## src/rtl/uart_pkg.sv

```systemverilog
// Shared types and constants for the FIFO-fed UART transmitter.
package uart_pkg;

    typedef enum logic [1:0] {IDLE, START, DATA, STOP} tx_state_t;

    localparam int DATA_BITS  = 8;
    localparam int OVERSAMPLE = 16;

endpackage

```

## src/rtl/baud_tick_gen.sv

```systemverilog
// Oversampling tick generator: one-cycle tick every CLK_FREQ/(BAUD*16) clocks,
// with a synchronous clear that restarts the count from zero.
module baud_tick_gen
    import uart_pkg::*;
#(
    parameter int CLK_FREQ = 100_000_000,
    parameter int BAUD     = 9600
) (
    input  logic clk,
    input  logic rst_n,
    input  logic clr,
    output logic tick
);

    localparam int DIV   = CLK_FREQ / (BAUD * OVERSAMPLE);
    localparam int CNT_W = (DIV > 1) ? $clog2(DIV) : 1;
    localparam logic [CNT_W-1:0] CNT_LAST = CNT_W'(DIV - 1);

    generate
        if (DIV < 2) begin : g_div_check
            $error("baud_tick_gen: clock divider must be at least 2");
        end
    endgenerate

    logic [CNT_W-1:0] cnt_q;
    logic [CNT_W-1:0] cnt_d;

    always_comb begin
        cnt_d = cnt_q + 1'b1;
        if (clr || (cnt_q == CNT_LAST)) begin
            cnt_d = '0;
        end
    end

    always_ff @(posedge clk or negedge rst_n) begin
        if (!rst_n) begin
            cnt_q <= '0;
        end else begin
            cnt_q <= cnt_d;
        end
    end

    assign tick = (cnt_q == CNT_LAST);

endmodule

```

## src/rtl/fifo_uart_tx.sv

```systemverilog
// 8N1 UART transmitter that pops bytes from a show-ahead FIFO and shifts them
// out LSB-first, each bit lasting 16 baud ticks.
module fifo_uart_tx #(
    parameter int CLK_FREQ   = 100_000_000,
    parameter int BAUD       = 9600,
    parameter int OVERSAMPLE = 16
) (
    input  logic       clk,
    input  logic       rst_n,
    input  logic       fifo_empty,
    input  logic [7:0] fifo_rdata,
    output logic       fifo_rd,
    output logic       tx,
    output logic       tx_busy,
    output logic       tx_done
);

    import uart_pkg::*;

    generate
        if (OVERSAMPLE != uart_pkg::OVERSAMPLE) begin : g_os_check
            $error("fifo_uart_tx: oversampling is fixed at 16");
        end
    endgenerate

    localparam int TICK_W = $clog2(uart_pkg::OVERSAMPLE);
    localparam int BIT_W  = $clog2(DATA_BITS);
    localparam logic [TICK_W-1:0] TICK_LAST = TICK_W'(uart_pkg::OVERSAMPLE - 1);
    localparam logic [BIT_W-1:0]  BIT_LAST  = BIT_W'(DATA_BITS - 1);

    tx_state_t              state_q, state_d;
    logic [TICK_W-1:0]      tick_cnt_q, tick_cnt_d;
    logic [BIT_W-1:0]       bit_cnt_q, bit_cnt_d;
    logic [DATA_BITS-1:0]   shift_q, shift_d;
    logic                   tx_q, tx_d;
    logic                   done_q, done_d;
    logic                   tick;
    logic                   tick_clr;
    logic                   bit_end;

    baud_tick_gen #(
        .CLK_FREQ (CLK_FREQ),
        .BAUD     (BAUD)
    ) u_tick (
        .clk   (clk),
        .rst_n (rst_n),
        .clr   (tick_clr),
        .tick  (tick)
    );

    assign bit_end = tick && (tick_cnt_q == TICK_LAST);

    always_comb begin
        state_d    = state_q;
        tick_cnt_d = tick_cnt_q;
        bit_cnt_d  = bit_cnt_q;
        shift_d    = shift_q;
        done_d     = 1'b0;
        tick_clr   = 1'b0;
        fifo_rd    = 1'b0;

        if (state_q != IDLE && tick) begin
            tick_cnt_d = tick_cnt_q + 1'b1;
        end

        case (state_q)
            IDLE: begin
                tick_cnt_d = '0;
                // Gated by rst_n so a held reset never pops the FIFO.
                if (!fifo_empty && rst_n) begin
                    fifo_rd  = 1'b1;
                    shift_d  = fifo_rdata;
                    tick_clr = 1'b1;
                    state_d  = START;
                end
            end
            START: begin
                if (bit_end) begin
                    bit_cnt_d = '0;
                    state_d   = DATA;
                end
            end
            DATA: begin
                if (bit_end) begin
                    shift_d   = shift_q >> 1;
                    bit_cnt_d = bit_cnt_q + 1'b1;
                    if (bit_cnt_q == BIT_LAST) begin
                        state_d = STOP;
                    end
                end
            end
            STOP: begin
                if (bit_end) begin
                    done_d  = 1'b1;
                    state_d = IDLE;
                end
            end
            default: state_d = IDLE;
        endcase

        // The line level is registered, so it is derived from the upcoming state.
        tx_d = 1'b1;
        case (state_d)
            START:   tx_d = 1'b0;
            DATA:    tx_d = shift_d[0];
            default: tx_d = 1'b1;
        endcase
    end

    always_ff @(posedge clk or negedge rst_n) begin
        if (!rst_n) begin
            state_q    <= IDLE;
            tick_cnt_q <= '0;
            bit_cnt_q  <= '0;
            shift_q    <= '0;
            tx_q       <= 1'b1;
            done_q     <= 1'b0;
        end else begin
            state_q    <= state_d;
            tick_cnt_q <= tick_cnt_d;
            bit_cnt_q  <= bit_cnt_d;
            shift_q    <= shift_d;
            tx_q       <= tx_d;
            done_q     <= done_d;
        end
    end

    assign tx      = tx_q;
    assign tx_done = done_q;
    assign tx_busy = (state_q != IDLE);

endmodule

```

## config.mk

```make
export PLATFORM = sky130hd
export DESIGN_NAME = fifo_uart_tx
export DESIGN_NICKNAME = d
export VERILOG_FILES = /design/src/rtl/uart_pkg.sv /design/src/rtl/baud_tick_gen.sv /design/src/rtl/fifo_uart_tx.sv
export SDC_FILE = /design/constraint.sdc
export NUM_CORES = 1
export LEC_CHECK = 0
export CORE_UTILIZATION = 59
export CTS_CLUSTER_SIZE = 10
export DETAILED_ROUTE_END_ITERATION = 12
export GPL_TIMING_DRIVEN = 0
export PLACE_DENSITY = 0.91
export SYNTH_ARGS = -nofsm -noshare
export SYNTH_HDL_FRONTEND = slang
export SYNTH_HIERARCHICAL = 1
export SYNTH_SLANG_ARGS = --single-unit
```

## constraint.sdc

```tcl
create_clock -name clk -period 5.5 [get_ports clk]
set_clock_uncertainty 0.2 [all_clocks]
set_input_delay 1.375 -clock clk [delete_from_list [all_inputs] [get_ports clk]]
set_output_delay 1.375 -clock clk [all_outputs]
set_load 0.01 [all_outputs]
```

Word level (Yosys, flattened, before mapping). Cells that the tools add are included. Widths: inputs -> output; s select.

Bits in writable memories: 0. Bits of input ports: 11. ROM bits: 0. Bits in registers: 29. Bits in latches: 0. Memories kept: 0.

Multipliers: 0. Eq/ne operators: 11. Shift-type cells: 0. Order comparisons: 0. Divide/modulo/power cells: 0. Add/subtract/negate cells: 3. Mux-type cells: 20. Bitwise operators: 0. Reduce and logical (&&, ||, !) cells: 12.

Operators by type and width (number): $mux 8 (2); $pmux 8 s2 (1); $add 10x1->10 const B (1); $eq 10x10->1 const B (1); $mux 10 (1); $mux 2 (5); $mux 4 (2); $pmux 2 s4 (1); $reduce_bool 2->1 (4); $eq 2x2->1 const B (3); $mux 3 (2); $ne 2x2->1 const B (3); $pmux 3 s2 (1); $reduce_and 3->1 (2); $add 4x1->4 const B (1); $eq 2x1->1 const B (2); $eq 4x4->1 const B (1); $mux 1 (4); $add 3x1->3 const B (1); $eq 3x3->1 const B (1); $logic_and 1x1->1 (3); $logic_not 2->1 (1); $pmux 1 s2 (1); $logic_not 1->1 (1); $logic_or 1x1->1 (1).

Logic depth before layout (Yosys ltp).
Word-level depth: 6. Mapped depth: 10. Depth with buffers taken out: 8.

Modules after synthesis. The synthesis kept the hierarchy.

By module, submodules not included: fifo_uart_tx (area an instance 930.9 um2, cells an instance 87, times used 1); baud_tick_gen (area an instance 513.0 um2, cells an instance 51, times used 1).

Worst setup path after synthesis. No wires, ideal clock.

Kind: input port to output port. From: input port fifo_empty. To: output port fifo_rd. Arrival: 1.918 ns. Cell stages on the path: 2. Slack: 2.007 ns. Data required time: 3.925 ns. Cell sequence: nor4b_2 buf_2.

Cells in the longest elaborated chain, start to end: 4.

RTL lines: start: declaration (line fifo_uart_tx.sv:10) `input logic fifo_empty,`; $logic_not 1->1 (line fifo_uart_tx.sv:70) `if (!fifo_empty && rst_n) begin`; $logic_and 1x1->1 (line fifo_uart_tx.sv:70); $mux 1 (line fifo_uart_tx.sv:70); $mux 1 (line fifo_uart_tx.sv:66) `case (state_q)`; end: declaration (line fifo_uart_tx.sv:12) `output logic fifo_rd,`.

Every way passes these cells.

Worst setup path after layout.
From: input port rst_n. To: output port fifo_rd.

Cells in the longest elaborated chain, start to end: 3.

RTL lines: start: declaration (line fifo_uart_tx.sv:9) `input logic rst_n,`; $logic_and 1x1->1 (line fifo_uart_tx.sv:70); $mux 1 (line fifo_uart_tx.sv:70); $mux 1 (line fifo_uart_tx.sv:66).

Every way passes these cells.

==> summary.md <==
| Metric | Value |
|---|---|
| Routability Congestion | `a little over 0.8` |
| WL/cell | `15.4 microns` |
| R2r setup slk | `about 2900 ps` |
| Post-cts sizing count | `1` |
| Fin crit period | `between 4000 and 5000 ps` |
| Leak | `just under 0.0008 uW` |
| Mapped Nets | `between 150 and 200` |
| Vias in the first global route | `~1,100` |
| Post-detailed-route count of antenna-violating nets | `0` |
| Final hold vios | `0` |
| Actual slew at the worst max-slew pin | `slightly above 600 ps` |
| Fillcell total | `approximately 160` |
| Period utilisation layout | `0.867` |
| Synth async-reset ratio | `1.00` |
| Average size of a mapped cell | `roughly 10 sq um` |
| Total GRT Usage | `0.266` |
| Clock root cell | `clkbuf_4` |
| Main synth FF type | `dfrtp_1` |
| Outcome | `finished, final reports clean` |
| Clock transition at path regs | `~80 ps` |
| Nets | `175` |
| Post-synth EDFFs | `0` |
| Post-CTS Setup Inserts | `0` |
| Die W | `51.5 microns` |
| Detail Placement HPWL | `2060 microns` |
| First-pass GRT wire length | `4860 microns` |
| Maximum vdd drop | `between 0.0002 and 0.0003 V` |
| Fmax | `~0.21 GHz` |
| Multi-input combinational cell area | `roughly 660 sq um` |
| Maximum root-to-sink buffer count | `2` |
| Register Area | `727 sq um` |
| Crit Path Category | `input port to output pin` |
| Worst Hold Launch | `shift_q[5]$_DFFE_PN0P_` |
| DRC violations left | `0` |
| Worst setup path startpoint | `rst_n` |
| Routed wire length | `about 2900 microns` |
| Power Density | `327 nW/um^2` |
| Cts hold-fix bufs | `0` |
| # diodes | `0` |
| Post-route insts no fill | `around 190` |
| Router iterations before antenna repair | `5` |
| Overall power | `approximately 550 uW` |
| Post-route setup slack | `between 700 and 800 ps` |
| Worst Path Arrival | `3190 ps` |
| H-tree depth | `2` |
| Total I/O pin count | `15` |
| GRT overflow | `0` |
| Die ar. | `2650 sq um` |
| DRT iter0 DRCs | `34` |
| Clk_lat worst skew | `roughly 320 ps` |
| Port bufs | `14` |
| Pin count of the biggest net entering global routing | `31` |
| CTS Buf Count | `5` |
| Final setup fails | `0` |
| RSZ-0062 raised after global routing | `no` |
| Max-cap violations | `0` |
| TritonCTS clock tree | `done` |
| WHS Path Cells | `2` |
| Die Y | `around 50 microns` |
| Worst hold endpoint | `shift_q[5]$_DFFE_PN0P_` |
| Flops & latches, synth | `29` |
| Cell count of the worst reg-to-reg path | `9` |
| Core area | `between 2000 and 2500 sq um` |
| Antenna violations before repair | `0` |
| Placed insts | `180` |
| Cell Rows | `17` |
| Setup crit start kind | `input port` |
| Yosys warns | `6` |
| Post-synth cell types | `44` |
| Synth Cell Area | `between 1000 and 1500 sq um` |
| Critical R2R Launch | `u_tick/cnt_q[0]$_DFF_PN0_` |
| Pre-CTS worst setup slack | `-199 ps` |
| P&R area growth vs syn | `15.9%` |
| Hold WC Path Type | `flip-flop to flip-flop` |
| CP Max Fanout | `30` |
| Sequential-to-total area share from yosys stat | `0.503` |
| End of the worst register-to-register path | `tx$_DFF_PN1_` |
| Starting density of the core | `0.640` |
| Layout cells sized above 1 | `0.156` |
| Synthesized instance count | `roughly 140` |
| Req. time, crit path | `3920 ps` |
| Max-slew violation count | `0` |
| Number of vias per cell | `approximately 6` |
| Worst Setup End Kind | `output pin` |
| Relative max-transition margin | `0.588` |
| CTS Sinks | `29` |
| Via count | `approximately 1,100` |
state kept, by name, indices dropped and copies added (netlist names):
signal and cells:
bit_cnt_q 3, state_q 2, tx 1, u_tick/cnt_q 10, tick_cnt_q 4, shift_q 8
tx_done 1
metal layers:
layer / up-vias / GRT usage / share of wire
met4: 0 / 0.194 / 0.029
met1: 545 / 0.283 / 0.41
met3: 10 / 0.0893 / 0.068
met5: - / 0 / 0
li1: 541 / - / -
met2: 44 / 0.435 / 0.49
worst max-delay path: stages:
cell	delay, ps
buf_2	490
nor4b_2	430
buf_2	310
clkdlybuf4s50_1	580
how the worst max path moves through the flow:
| stage | depth (start not counted) | to |
|---|---|---|
| 3_3_place_gp | 4 | fifo_rd |
| 3_5_place_dp | 4 | fifo_rd |
| 2_1_floorplan | 2 | fifo_rd |
| 6_report | 4 | fifo_rd |
| 5_1_grt | 4 | fifo_rd |
| 4_1_cts | 4 | fifo_rd |
cell families after synthesis:
group                      share of synthesized area
muxes                                        0.00693
xor gates and xnor gates                      0.0364
adders and majority gates                     0.0433
and+or+nand+nor                                0.210
AOI/OAI and AO/OA                              0.158
buffers and inverters                         0.0425
DFF                                            0.503
cells in the final DEF (no fill, tap or decap), types with 2 or more instances in the layout:
master / synthesis / routed
clkbuf_1: 1 / 3
clkdlybuf4s50_1: 0 / 13
inv_1: 3 / 3
ha_1: 5 / 5
nor3_1: 2 / 2
xnor2_1: 2 / 2
a22oi_1: 6 / 6
nand2_1: 18 / 18
or3_1: 3 / 3
buf_6: 2 / 2
buf_2: 4 / 5
nand4_1: 4 / 4
a21oi_1: 5 / 5
nand3_1: 4 / 4
clkbuf_4: 0 / 5
nor2_1: 11 / 11
xor2_1: 4 / 4
dfrtp_1: 28 / 28
a22o_1: 5 / 5
o21ai_0: 5 / 5
Yosys cell counts, types with 2 or more instances:
cell,n,share of area
o21ai_0,5,0.017
nand2_1,18,0.047
xnor2_1,2,0.012
nor3_1,2,0.0069
a22o_1,5,0.030
nand4_1,4,0.017
dfrtp_1,28,0.49
a21oi_1,5,0.017
nand3_1,4,0.014
nor2_1,11,0.029
inv_1,3,0.0078
xor2_1,4,0.024
or3_1,3,0.013
ha_1,5,0.043
a22oi_1,6,0.031
buf_2,4,0.014
buf_6,2,0.016
cell type report:
type,instances,share of cell area
tap,28,0.0209
clock buffer,8,0.0352
multi-input combinational,98,0.392
sequential,29,0.435
buffer,7,0.0277
timing repair buffer,14,0.0808
inverter,4,0.00898
power breakdown:
group / switching [uW] / internal (uW)
Sequential: 48.7 / 255
Combinational: 61.2 / 51.6
Clock: 68.5 / 63.0
through the flow:
| stage | area, sq um | setup TNS (ps) | hold WS, ps | util |
|---|---|---|---|---|
| detailed placement | 1620 | -199 | 273 | 0.718 |
| global placement | 1620 | -140 | 262 | 0.718 |
| global route | 1670 | 0 | 311 | 0.742 |
| finish | 1670 | 0 | 291 | 0.742 |
| floorplan | 1440 | 0 | 246 | - |
| CTS | 1680 | 0 | 293 | 0.744 |
No activity file was read; power rests on OpenSTA's default activity.
